<file path="src/rtl/fetch_pkg.sv">
// Shared types for the instruction-fetch front end: FSM state encoding and
// the prefetch-queue entry layout for the default PC/instruction widths.
package fetch_pkg;

  localparam int unsigned FETCH_PW = 8;
  localparam int unsigned FETCH_IW = 9;

  typedef enum logic [1:0] {
    IDLE   = 2'd0,
    RUN    = 2'd1,
    HALTED = 2'd2
  } fetch_state_e;

  typedef struct packed {
    logic [FETCH_PW-1:0] pc;
    logic [FETCH_IW-1:0] inst;
  } fetch_entry_t;

endpackage

</file>
<file path="src/rtl/sync_fifo.sv">
// Single-clock FIFO with synchronous reset and flush; DEPTH must be a power
// of two so the read/write pointers wrap naturally.
module sync_fifo #(
  parameter int unsigned WIDTH = 17,
  parameter int unsigned DEPTH = 4
) (
  input  logic                     clk,
  input  logic                     reset,
  input  logic                     push,
  input  logic                     pop,
  input  logic                     flush,
  input  logic [WIDTH-1:0]         wdata,
  output logic [WIDTH-1:0]         rdata,
  output logic                     full,
  output logic                     empty,
  output logic [$clog2(DEPTH):0]   count
);

  localparam int unsigned AW = $clog2(DEPTH);

  logic [WIDTH-1:0] mem [DEPTH];
  logic [AW-1:0]    rd_ptr;
  logic [AW-1:0]    wr_ptr;
  logic             do_push;
  logic             do_pop;

  assign full    = (count == (AW+1)'(DEPTH));
  assign empty   = (count == '0);
  assign do_push = push & ~full;
  assign do_pop  = pop & ~empty;
  assign rdata   = mem[rd_ptr];

  // NOTE: sequential state uses non-blocking assignments so every register
  // samples pre-edge values regardless of process evaluation order.
  always_ff @(posedge clk) begin
    if (reset || flush) begin
      rd_ptr <= '0;
      wr_ptr <= '0;
      count  <= '0;
    end else begin
      if (do_push) wr_ptr <= wr_ptr + 1'b1;
      if (do_pop)  rd_ptr <= rd_ptr + 1'b1;
      case ({do_push, do_pop})
        2'b10:   count <= count + 1'b1;
        2'b01:   count <= count - 1'b1;
        default: count <= count;
      endcase
    end
  end

  // NOTE: storage is deliberately not reset; count/empty qualify every read,
  // so stale contents are never observed and the array maps to plain RAM.
  always_ff @(posedge clk) begin
    if (do_push) mem[wr_ptr] <= wdata;
  end

endmodule

</file>
<file path="src/rtl/fetch_unit.sv">
// Instruction-fetch front end: credit-limited in-order requests to imem,
// prefetch queue toward decode, redirect squash and halt.
module fetch_unit
  import fetch_pkg::*;
#(
  parameter int unsigned    PW       = 8,
  parameter int unsigned    IW       = 9,
  parameter int unsigned    DEPTH    = 4,
  parameter logic [PW-1:0]  RESET_PC = '0
) (
  input  logic          clk,
  input  logic          reset,
  input  logic          start,
  output logic          imem_req,
  output logic [PW-1:0] imem_addr,
  input  logic          imem_valid,
  input  logic [IW-1:0] imem_rdata,
  output logic          inst_valid,
  output logic [IW-1:0] inst,
  output logic [PW-1:0] inst_pc,
  input  logic          inst_ready,
  input  logic          redirect,
  input  logic [PW-1:0] redirect_pc,
  input  logic          halt,
  output logic          done
);

  localparam int unsigned CW = $clog2(DEPTH) + 1;

  fetch_state_e  state_q, state_d;
  logic [PW-1:0] fetch_pc_q, fetch_pc_d;
  logic [PW-1:0] resp_pc_q, resp_pc_d;
  logic [CW-1:0] inflight_q, inflight_d;
  logic [CW-1:0] drop_q, drop_d;

  logic          run;
  logic          halt_now;
  logic          redir_now;
  logic          issue;
  logic          resp_keep;
  logic [CW:0]   credits_used;

  logic              q_push;
  logic              q_pop;
  logic              q_flush;
  logic              q_full;
  logic              q_empty;
  logic [CW-1:0]     q_count;
  logic [PW+IW-1:0]  q_wdata;
  logic [PW+IW-1:0]  q_rdata;

  assign run       = (state_q == RUN);
  assign halt_now  = run & halt;
  assign redir_now = run & redirect & ~halt;

  // Queued entries and outstanding requests share one pool of DEPTH credits,
  // so every response is guaranteed a free queue slot.
  assign credits_used = {1'b0, q_count} + {1'b0, inflight_q};
  assign issue        = run & ~halt & ~redirect & (credits_used < (CW+1)'(DEPTH));

  assign imem_req  = issue;
  assign imem_addr = fetch_pc_q;

  assign resp_keep = imem_valid & (drop_q == '0);
  assign q_push    = run & ~halt & ~redirect & resp_keep;
  assign q_pop     = inst_ready;
  assign q_flush   = halt_now | redir_now;
  assign q_wdata   = {resp_pc_q, imem_rdata};

  sync_fifo #(
    .WIDTH (PW + IW),
    .DEPTH (DEPTH)
  ) u_queue (
    .clk   (clk),
    .reset (reset),
    .push  (q_push),
    .pop   (q_pop),
    .flush (q_flush),
    .wdata (q_wdata),
    .rdata (q_rdata),
    .full  (q_full),
    .empty (q_empty),
    .count (q_count)
  );

  assign inst_valid = ~q_empty;
  assign inst       = q_empty ? '0 : q_rdata[IW-1:0];
  assign inst_pc    = q_empty ? '0 : q_rdata[PW+IW-1:IW];
  assign done       = (state_q == HALTED) & ~reset;

  // NOTE: every variable written in always_comb gets a default first, so no
  // path leaves it unassigned and no latch is inferred.
  always_comb begin
    state_d = state_q;
    unique case (state_q)
      IDLE:    if (start) state_d = RUN;
      RUN:     if (halt)  state_d = HALTED;
      HALTED:  state_d = HALTED;
      default: state_d = IDLE;
    endcase
  end

  always_comb begin
    fetch_pc_d = fetch_pc_q;
    resp_pc_d  = resp_pc_q;
    inflight_d = inflight_q + CW'(issue) - CW'(imem_valid);
    drop_d     = drop_q - CW'(imem_valid && (drop_q != '0));

    if ((state_q == IDLE) && start) begin
      fetch_pc_d = RESET_PC;
      resp_pc_d  = RESET_PC;
    end

    if (redir_now) begin
      // Everything already issued is wrong-path; a response arriving this
      // cycle is discarded by the flush and must not be counted twice.
      fetch_pc_d = redirect_pc;
      resp_pc_d  = redirect_pc;
      drop_d     = inflight_q - CW'(imem_valid);
    end else begin
      if (issue)  fetch_pc_d = fetch_pc_q + 1'b1;
      if (q_push) resp_pc_d  = resp_pc_q + 1'b1;
    end
  end

  always_ff @(posedge clk) begin
    if (reset) begin
      state_q    <= IDLE;
      fetch_pc_q <= RESET_PC;
      resp_pc_q  <= RESET_PC;
      inflight_q <= '0;
      drop_q     <= '0;
    end else begin
      state_q    <= state_d;
      fetch_pc_q <= fetch_pc_d;
      resp_pc_q  <= resp_pc_d;
      inflight_q <= inflight_d;
      drop_q     <= drop_d;
    end
  end

  always_ff @(posedge clk) begin
    if (!reset) begin
      assert (!(q_push && q_full))
        else $error("fetch_unit: push into full prefetch queue");
      assert (!(imem_valid && (inflight_q == '0)))
        else $error("fetch_unit: imem_valid with no request in flight");
    end
  end

endmodule

</file>
<file path="config.mk">
export PLATFORM = sky130hd
export DESIGN_NAME = fetch_unit
export DESIGN_NICKNAME = d
export VERILOG_FILES = /design/src/rtl/fetch_pkg.sv /design/src/rtl/sync_fifo.sv /design/src/rtl/fetch_unit.sv
export SDC_FILE = /design/constraint.sdc
export NUM_CORES = 1
export LEC_CHECK = 0
export ABC_AREA = 1
export CAP_MARGIN = 10
export CORE_ASPECT_RATIO = 1.25
export CORE_MARGIN = 2
export CORE_UTILIZATION = 50
export CTS_CLUSTER_DIAMETER = 150
export DETAILED_ROUTE_END_ITERATION = 8
export GPL_ROUTABILITY_DRIVEN = 0
export PLACE_DENSITY_LB_ADDON = 0.2
export SLEW_MARGIN = 20
export SYNTH_ARGS = -nofsm -noshare
export SYNTH_HDL_FRONTEND = slang
export SYNTH_SLANG_ARGS = --single-unit
</file>
<file path="constraint.sdc">
create_clock -name clk -period 4.5 [get_ports clk]
set_input_delay 0.9 -clock clk [delete_from_list [all_inputs] [get_ports clk]]
set_output_delay 0.9 -clock clk [all_outputs]
set_load 0.005 [all_outputs]
</file>
==> run_results.csv <==
group,metric,value,unit
sta,max_freq,284,MHz
layout,drive_above_1_share,7.47,%
global_route,grt_pass1_vias,3383,
setup_path,cp_slowest_cell,"dfxtp_1",
clocking,hold_buffers,0,
synth,ys.warnings.count,0,
detailed_routing,dr.first_iter.drc_count,165,
pwr,p_leak,2.14,nW
layout,fillers,806,
placement,dpl.cell_count,669,
clocking,h-tree-depth,3,
sta,fin_worst_skew,0.00783,ns
setup_path,reg2reg_slack,1.97,ns
setup_path,worstPathRequired,3.60,ns
die,core_area,9170,um^2
die,dieHeight,113,um
hold_path,min_to,"u_queue.rd_ptr[1]",
pwr,clock_power_share,31.3,%
layout,nets,602,
global_route,antenna_found_initial,0,
sta,whs,0.473,ns
detailed_routing,route.detailed.drc,0,
pwr,p_per_area,395,nW/um^2
global_route,grtUsageTotal,19.3,%
sta,hold_viol,0,
detailed_routing,viasPerCell,5.10,
setup_path,cp_max_fo,34,
sta,maxSlewHeadroom,36.4,%
setup_path,ff2ff_path_depth,10,
sta,rsz0062_at_grt,"false",
placement,hpwl,6.28,mm
sta,period_share,78.2,%
clocking,cts_made_buffers,9,
setup_path,r2r-end,"inflight_q[2]",
placement,port_buffers,51,
synth,synth_top_area_share,43.0,%
pwr,vdd_drop_max,0.228,mV
pwr,swShare,28.0,%
placement,pre_cts_slack,1.07,ns
clocking,cts-root-buf,"clkbuf_16",
pwr,seqPwrFrac,50.1,%
global_route,grt_pass1_wl,15.9,mm
detailed_routing,postRouteAntennaNets,0,
setup_path,end_kind,"output pin",
clocking,post_cts_buffers,0,
synth,yosysSeqAreaShare,56.9,%
synth,synth_area,4750,um^2
synth,synth_area_leaders,"edfxtp_1 (43%), dfxtp_1 (14%), nor2_1 (9.1%)",
synth,synthCells,503,
die,num_rows,39,
clocking,cts_resized,0,
pwr,p_comb_share,18.6,%
layout,syn_to_final_growth,18.9,%
clocking,clkSinkCount,101,
pwr,p_sw,0.624,mW
layout,multi_input_area,1730,um^2
layout,seqCellArea,2700,um^2
hold_path,hp-start,"u_queue.rd_ptr[1]",
setup_path,r2r_start,"u_queue.count[2]",
sta,worst_slack,0.983,ns
detailed_routing,drt_first_pass_iters,4,
die,ios,52,
global_route,grt_remaining_overflow,0,
die,initial_core_util,51.8,%
die,die_area,10300,um^2
synth,synth_top_area_cell,"edfxtp_1",
setup_path,worstSetupStartpointType,"register",
sta,slew_violations,0,
layout,instances_no_fill,685,
sta,worstMarginPinSlew,0.951,ns
layout,n_antenna_cell,0,
global_route,grt_max_degree,35,
setup_path,cp_cell_sequence,"inv_2 -> o21ai_0 -> a21oi_1 -> clkdlybuf4s50_1",
pwr,cellInternalPower,1.61,mW
setup_path,path_class,"register to output pin",
die,dieWidth,91.2,um
clocking,clk_pin_slew,0.06,ns
clocking,worstSkewPairLatency,0.34,ns
hold_path,hold_path_class,"register to register",
clocking,cts_tree,"done",
synth,syn_area_per_cell,9.44,um^2
setup_path,slowest_delay,0.88,ns
detailed_routing,vias,3491,
detailed_routing,finalWirelength,9.44,mm
setup_path,arrival,2.62,ns
run,drv_cap,0,
synth,synth_cell_types,33,
hold_path,min_path_cells,2,
clocking,clk_path_buf_depth,2,
sta,setup-violations-final,0,
synth,synth_seq_cells,101,
synth,syn_nets,548,
status,run_status,"finished clean",
sta,period_needed,3.52,ns
detailed_routing,post_drt_wl_per_cell,13.8,um
sta,tns,0,ns
-- critical path, delay by kind of cell, from the launching register on --
family / cells / cell delay, ns
AO/OA/AOI/OAI: 2 / 0.46
buffers and inverters: 2 / 0.94
flip-flops: 1 / 0.88
-- placed cells by master (no fill, tap or decap), types with 2 or more instances in the layout --
cell type / instances
a21boi_0: 3
a21oi_1: 41
buf_4: 8
clkbuf_16: 9
clkdlybuf4s50_1: 51
clkinv_2: 2
dfxtp_1: 33
edfxtp_1: 68
fa_1: 2
ha_1: 19
inv_1: 52
inv_2: 3
inv_6: 2
nand2_1: 50
nand2_2: 5
nand3_1: 22
nand4_1: 2
nor2_1: 115
nor2_4: 3
nor3_4: 2
o21ai_0: 46
o21ai_1: 4
o21bai_1: 2
or2_2: 2
xnor2_1: 2
xor2_1: 3
-- metal layers --
layer / track usage (%) / part of all wire [%]
met5: 0 / 0
met3: 2.93 / 3.8
met2: 36.6 / 53
met4: 6.97 / 1.3
met1: 21.9 / 42
-- state kept, by name (all words and copies together) (netlist names), named ones only --
signal          flops
state_q             2
u_queue.mem        68
inflight_q          3
imem_addr           8
u_queue.count       3
u_queue.wr_ptr      2
resp_pc_q           8
drop_q              3
u_queue.rd_ptr      2
-- final cells by class --
type,instances,area share (%)
flip-flops and latches,101,47.9
multi-input cells,330,30.7
repair buffers,59,10.1
clock buffers,10,4.06
inverters,56,3.81
well taps,123,2.73
clock inverters,6,0.687
-- through the flow --
| stage | power (mW) | area [um^2] | util [%] |
|---|---|---|---|
| 2_1_floorplan | 1.42 | 4750 | - |
| 3_3_place_gp | 1.54 | 5380 | 58.6 |
| 3_5_place_dp | 1.56 | 5380 | 58.6 |
| 4_1_cts | 2.24 | 5640 | 61.5 |
| 5_1_grt | 2.35 | 5640 | 61.5 |
| 6_report | 2.23 | 5640 | 61.5 |
-- power by group through the flow --
stage               logic [mW]  registers [mW]  clock network, mW
floorplan                0.298            1.12                  0
global placement         0.406            1.13                  0
detailed placement       0.420            1.14                  0
CTS                      0.423            1.12              0.704
global route             0.477            1.13              0.746
finish                   0.415            1.12              0.699
-- cell usage after synthesis (all sizes together) --
cell / instances
a211oi: 1
a21boi: 3
a21oi: 41
buf: 11
clkbuf: 5
dfxtp: 33
edfxtp: 68
fa: 2
ha: 19
inv: 56
nand2: 56
nand3: 23
nand3b: 1
nand4: 2
nor2: 120
nor3: 3
o21ai: 50
o21bai: 2
or2: 2
xnor2: 2
xor2: 3
-- cells by family (layout without fill, tap and decap cells) --
kind of cell,Yosys count,in the layout,share of synthesized area (%)
flops,101,101,56.9
compound gates,97,97,10.5
fa+ha+maj,21,21,5.85
buf+inv,72,131,6.56
xor+xnor,5,5,0.922
simple gates,207,207,19.2
-- worst max-delay path by stage --
stage              from                end  depth (start not counted)
2_1_floorplan      halt  u_queue.mem[0][0]                          6
3_5_place_dp       halt           imem_req                          7
4_1_cts        register         inst_pc[6]                          4
6_report       register         inst_pc[6]                          4
3_3_place_gp       halt           imem_req                          7
5_1_grt        register         inst_pc[6]                          4
Power figures use the tool's default switching activity.
